$ cat src/rtl/logic_reduce.sv
// logic_reduce: streaming bitwise reduction (AND/OR/XOR/XNOR) across all beats
// of a packet, one registered result word per packet.
// Optional feature macro: LOGIC_REDUCE_BEATS_EN adds a saturating beat counter
// and the out_beats output port.
module logic_reduce #(
   parameter int WIDTH = 8,
   parameter int CNT_W = 8
) (
   input  logic             clk,
   input  logic             rst,
   input  logic [1:0]       op_i,
   input  logic             in_valid,
   output logic             in_ready,
   input  logic [WIDTH-1:0] in_data,
   input  logic             in_last,
   output logic             out_valid,
   input  logic             out_ready,
`ifdef LOGIC_REDUCE_BEATS_EN
   output logic [CNT_W-1:0] out_beats,
`endif
   output logic [WIDTH-1:0] out_data
);

   typedef enum logic {S_IDLE, S_ACCUM} state_t;

   state_t           r_state;
   logic [WIDTH-1:0] r_acc;
   logic [1:0]       r_op_q;
   logic             r_out_valid;
   logic [WIDTH-1:0] r_out_data;

   logic             w_accept;
   logic             w_consume;
   logic             w_load;
   logic [1:0]       w_op;
   logic [WIDTH-1:0] w_acc_next;
   logic [WIDTH-1:0] w_final;

   // XOR and XNOR share the XOR accumulation; XNOR only inverts the final word.
   function automatic logic [WIDTH-1:0] f_combine(input logic [1:0]       op,
                                                  input logic [WIDTH-1:0] a,
                                                  input logic [WIDTH-1:0] b);
      logic [WIDTH-1:0] res;
      case (op)
         2'b00:   res = a & b;
         2'b01:   res = a | b;
         default: res = a ^ b;
      endcase
      return res;
   endfunction

   // A beat may enter whenever the output slot is free or being drained this cycle.
   assign in_ready  = !rst && (!r_out_valid || out_ready);
   assign w_accept  = in_valid && in_ready;
   assign w_consume = r_out_valid && out_ready;
   assign w_load    = w_accept && in_last;

   // The op in force for this beat: live op_i on a packet's first beat, latched op after.
   assign w_op       = (r_state == S_IDLE) ? op_i : r_op_q;
   assign w_acc_next = (r_state == S_IDLE) ? in_data : f_combine(r_op_q, r_acc, in_data);
   assign w_final    = (w_op == 2'b11) ? ~w_acc_next : w_acc_next;

   // Packet FSM, accumulator and output register.
   always_ff @(posedge clk) begin
      if (rst) begin
         r_state     <= S_IDLE;
         r_acc       <= '0;
         r_op_q      <= 2'b00;
         r_out_valid <= 1'b0;
         r_out_data  <= '0;
      end else begin
         if (w_accept) begin
            r_acc <= w_acc_next;
            if (r_state == S_IDLE) begin
               r_op_q <= op_i;
            end
            r_state <= in_last ? S_IDLE : S_ACCUM;
         end
         if (w_load) begin
            r_out_valid <= 1'b1;
            r_out_data  <= w_final;
         end else if (w_consume) begin
            r_out_valid <= 1'b0;
         end
      end
   end

   assign out_valid = r_out_valid;
   assign out_data  = r_out_data;

`ifdef LOGIC_REDUCE_BEATS_EN
   localparam logic [CNT_W-1:0] LP_CNT_MAX = '1;

   logic [CNT_W-1:0] r_cnt;
   logic [CNT_W-1:0] r_out_beats;
   logic [CNT_W-1:0] w_cnt_next;

   // Count including the current beat; restarts at 1 on a first beat, saturates at all-ones.
   assign w_cnt_next = (r_state == S_IDLE)  ? {{(CNT_W-1){1'b0}}, 1'b1} :
                       (r_cnt == LP_CNT_MAX) ? r_cnt : r_cnt + 1'b1;

   // Beat counter, captured alongside the result word.
   always_ff @(posedge clk) begin
      if (rst) begin
         r_cnt       <= '0;
         r_out_beats <= '0;
      end else begin
         if (w_accept) begin
            r_cnt <= w_cnt_next;
         end
         if (w_load) begin
            r_out_beats <= w_cnt_next;
         end
      end
   end

   assign out_beats = r_out_beats;
`else
   logic [CNT_W-1:0] w_unused_cnt;
   assign w_unused_cnt = '0;
`endif

endmodule

$ cat config.mk
export PLATFORM = sky130hd
export DESIGN_NAME = logic_reduce
export DESIGN_NICKNAME = d
export VERILOG_FILES = /design/src/rtl/logic_reduce.sv
export SDC_FILE = /design/constraint.sdc
export NUM_CORES = 1
export LEC_CHECK = 0
export CAP_MARGIN = 20
export CORE_MARGIN = 3
export CORE_UTILIZATION = 55
export DETAILED_ROUTE_END_ITERATION = 6
export PLACE_DENSITY_LB_ADDON = 0.1
export SLEW_MARGIN = 20
export SYNTH_ARGS = -nofsm -noshare
export SYNTH_HDL_FRONTEND = slang
export SYNTH_SLANG_ARGS = --single-unit
export TNS_END_PERCENT = 100
$ cat constraint.sdc
create_clock -name clk -period 4.1 [get_ports clk]
set_clock_uncertainty 0.1 [all_clocks]
set_input_delay 0.82 -clock clk [delete_from_list [all_inputs] [get_ports clk]]
set_output_delay 0.82 -clock clk [all_outputs]
set_load 0.02 [all_outputs]
# Word level (Yosys, flattened, before mapping)
# Index checks and enable logic that the tools add are counted.
# totals
inputBits	15
regBits	20
out_inout_bits	10
# op_classes
bitwise_logic	4
n_reduce_logical	9
n_eq_ne	2
mux	7
# op_table
op	count
two-way mux 8 bit	2
one-hot mux 8 bit (2 select lines)	1
bitwise AND 8 bit	1
inverter 8 bit	1
OR 8 bit	1
XOR 8 bit	1
logical AND 1 bit	4
two-way mux 1 bit	3
equality test 2 x 1 -> 1 bit (second input constant)	1
equality test 2 bit (second input constant)	1
logical NOT 1 bit	2
logical NOT 2 bit	1
two-way mux 2 bit	1
nonzero test 2 bit	1
logical OR 1 bit	1

# Longest topological paths before layout
# logic_depth
depth_word	6
depth_mapped	6
ltp_nobuf	6

# Worst setup path before layout
# No wires, ideal clock.
# synth_path
path_type	input-to-output
start	input rst
end	output in_ready
slack_ps	1700
stages	3
t_arrival_ps	1480
cell_sequence	clkbuf_1 > clkbuf_1 > nor2b_1
# synth_via
elab_chain_cells	2
# synth_rtl
item	line	text
start, declared	10	input logic rst,
logical NOT 1 bit	53	assign in_ready = !rst && (!r_out_valid || out_ready);
logical AND 1 bit	53	
end, declared	13	output logic in_ready,
# No other way between the ends.

# Final worst setup path
# layout_path
start	input out_ready
end	output in_ready
# layout_via
elab_chain_cells	2
# layout_rtl
item	line	text
start, declared	17	input logic out_ready,
logical OR 1 bit	53	
logical AND 1 bit	53	
# No other way between the ends.

==> results_dict.tcl <==
set metrics [dict create \
    outcome "finished, final reports clean" \
    final-setup-viol-count 0 \
    synth-compound-area-share_pct 22.3 \
    htree_levels 1 \
    portBuffers 24 \
    synth_mux_area_share_pct 1.69 \
    syn_area_per_cell_sq_um 8.69 \
    cp.depth 4 \
    hold_class "flop to flop" \
    ant_nets 0 \
    die_area_sq_mm 0.00304 \
    clkSinkCount 20 \
    drt-pass1-iter-count 5 \
    avgViaCountPerCell 5.98 \
    synthDistinctLibCells 31 \
    cellPowerDensity_mw_per_mm2 310 \
    placed_cell_area_sq_mm 0.00157 \
    yosys_register_bits 20 \
    cpMostUsedCell "clkdlybuf4s50_1" \
    fmax_mhz 320 \
    max-slew-margin-rel_pct 57.0 \
    path_cells "clkdlybuf4s50_1 -> nand2b_1 -> nor2b_1 -> clkdlybuf4s50_1" \
    worst-setup-path-type "input port to primary output" \
    antenna_cells 0 \
    drive_above_1_share_pct 8.62 \
    yosys.area_share.simple_pct 22.5 \
    cts_root_buffer "clkbuf_4" \
    fin_area_sq_mm 0.00162 \
    grt_pass1_wl_microns 4640 \
    finalSetupTns_ps 0 \
    cts_inserted_buffers 3 \
    timing.rr.start "out_valid" \
    min_period_over_period_pct 76.2 \
    clk_path_buf_depth 2 \
    r2r_slack_ps 2230 \
    r2r_cells 4 \
    antenna_found_initial 0 \
    clk_pin_slew_ps 130 \
    crit_arrival_ps 2200 \
    ir_drop_uv 330 \
    cp_max_fo 6 \
    ctsHoldBuffers 0 \
    hold_violations 0 \
    layout_min_cycle_time_ps 3120 \
    rsz0062_at_grt "no" \
    pre_cts_ws_ps 983 \
    synth_common_cells "dfxtp_1 (20), inv_1 (17), ha_1 (16)" \
    post-cts-setup-buffers 0 \
    synth_most_common_cell "dfxtp_1" \
    p_leak_nw 0.633 \
    areaGrowthSynthToFinish_pct 21.6 \
    initial_utilization_pct 59.0 \
    async_flop_share_pct 0 \
    worst_pin_slew_ps 645 \
    synth-edff-count 0 \
    synth_top_cell_by_area "dfxtp_1" \
    min_to "r_acc[6]" \
    wl_per_cell_microns 15.0 \
    vias 1208 \
    io_pins 25 \
    min_from "r_acc[6]" \
    start_kind "input port" \
    end_kind "primary output" \
    cp_num_buf_inv 2 \
    synthAdderAreaFrac_pct 15.1 \
    finalPower_mw 0.502 \
    fin_hold_ws_ps 407 \
    crit_slowest_cell "clkdlybuf4s50_1" \
    syn_nets 184 \
    grt.overflow.total 0 \
    synth_xor_area_share_pct 0 \
    die_y_microns 55.2 \
    clk_latency_ps 300 \
    synthCells 153 \
    whs_path_depth 2 \
    ys.flop_type "dfxtp_1" \
    chipWidth_microns 55.2 \
    synth_top_family_by_area "simple AND/OR/NAND/NOR gates" \
    cts_tree "done" \
    netlist_area_sq_mm 0.00133 \
    grt_usage_pct 21.5 \
    cts_resized 0 \
    routed_wl_microns 3030 \
    first_iter_violations 30 \
    synth_top_area_share_pct 30.1 \
    synthTopCellsByArea "dfxtp_1 (30%), ha_1 (15%), inv_1 (4.8%)" \
    worst_slack_ps 977 \
    rows 17 \
    ys_warn_count 0 \
    fin_nets 206 \
    place_congestion 0.741 \
    hpwl_microns 2130 \
    crit_family "buffers and inverters" \
    route.detailed.drc 0 \
    grt_max_degree 23 \
    fill_cells 176 \
    cp.required_ps 3180 \
    grt_pass1_vias 1093 \
    seq_area_frac_synth_pct 30.1 \
    worst_r2r_endpoint "out_data[7]" \
    slew_violations 0 \
    cpPeakStageDelay_ps 610 \
    core_area_sq_mm 0.00225 \
    cap_violations 0 \
]
==> layer usage <==
metal	vias up	part of all wire, %	GRT usage, %	routed length (microns)
li1	592	-	-	-
met1	583	42	23.6	1280
met2	29	52	39.8	1560
met3	4	4.9	5.36	150
met4	0	1.2	6.88	37
met5	-	0	0	0
==> area by class of cell <==
type | count | area (sq um) | share of cell area [%]
clock buffers | 3 | 22.5 | 1.39
clock inverters | 1 | 30.0 | 1.86
inverters | 17 | 63.8 | 3.94
multi-input cells | 108 | 818 | 50.6
flip-flops and latches | 20 | 400 | 24.7
well taps | 28 | 35.0 | 2.17
repair buffers | 25 | 248 | 15.3
==> worst min-delay path, cell delays in order, from the launching register on <==
cell     delay (ps)
dfxtp_1         340
inv_1            70
o31ai_1          70
==> metrics by stage <==
step | instances | util (%)
global route | 202 | 71.8
detailed placement | 198 | 69.4
global placement | 198 | 69.4
CTS | 202 | 71.8
floorplan | 153 | -
finish | 202 | 71.8
==> sequential cells by signal, summed over array words and instances (netlist names) <==
| name | count |
|---|---|
| out_valid | 1 |
| r_acc | 8 |
| r_state | 1 |
| out_data | 8 |
| r_op_q | 2 |
==> how the worst max path moves through the flow <==
| stage | endpoint | slack, ps | start |
|---|---|---|---|
| finish | in_ready | 980 | out_ready |
| global route | in_ready | 870 | out_ready |
| CTS | in_ready | 980 | out_ready |
| detailed placement | in_ready | 980 | out_ready |
| global placement | in_ready | 1000 | out_ready |
| floorplan | in_ready | 1700 | rst |
==> cell families (layout without fill, tap and decap cells) <==
group                      count (synthesis)  after routing
AOI/OAI and AO/OA                         40             40
adders and majority gates                 16             16
buffers and inverters                     25             46
DFF                                       20             20
and+or+nand+nor                           50             50
muxes                                      2              2
==> power by group <==
| part | switching (mW) | internal, mW | total [mW] |
|---|---|---|---|
| Clock | 0.0652 | 0.0989 | 0.164 |
| Combinational | 0.0586 | 0.0569 | 0.115 |
| Sequential | 0.0124 | 0.210 | 0.222 |
==> placed cells by master, fill, tap and decap left out <==
| master | Yosys | final |
|---|---|---|
| a211oi_1 | 7 | 7 |
| a21oi_1 | 2 | 2 |
| a22o_1 | 4 | 4 |
| a22o_2 | 4 | 4 |
| a32oi_2 | 1 | 1 |
| and2_1 | 1 | 1 |
| and2_4 | 1 | 1 |
| and2b_1 | 1 | 1 |
| and3_1 | 1 | 1 |
| buf_4 | 2 | 1 |
| bufinv_16 | 0 | 1 |
| clkbuf_4 | 0 | 3 |
| clkdlybuf4s50_1 | 0 | 24 |
| dfxtp_1 | 20 | 20 |
| ha_1 | 16 | 16 |
| inv_1 | 17 | 17 |
| mux2_2 | 2 | 2 |
| nand2_1 | 2 | 2 |
| nand2b_1 | 4 | 4 |
| nand3_1 | 1 | 1 |
| nand3b_1 | 8 | 8 |
| nor2_1 | 15 | 15 |
| nor2b_1 | 2 | 2 |
| nor2b_2 | 1 | 1 |
| o211ai_1 | 8 | 8 |
| o21ai_0 | 9 | 9 |
| o31ai_1 | 5 | 5 |
| or2b_1 | 1 | 1 |
| or2b_2 | 1 | 1 |
| or3_1 | 3 | 3 |
| or4_1 | 8 | 8 |
(Power assumes the default switching activity.)
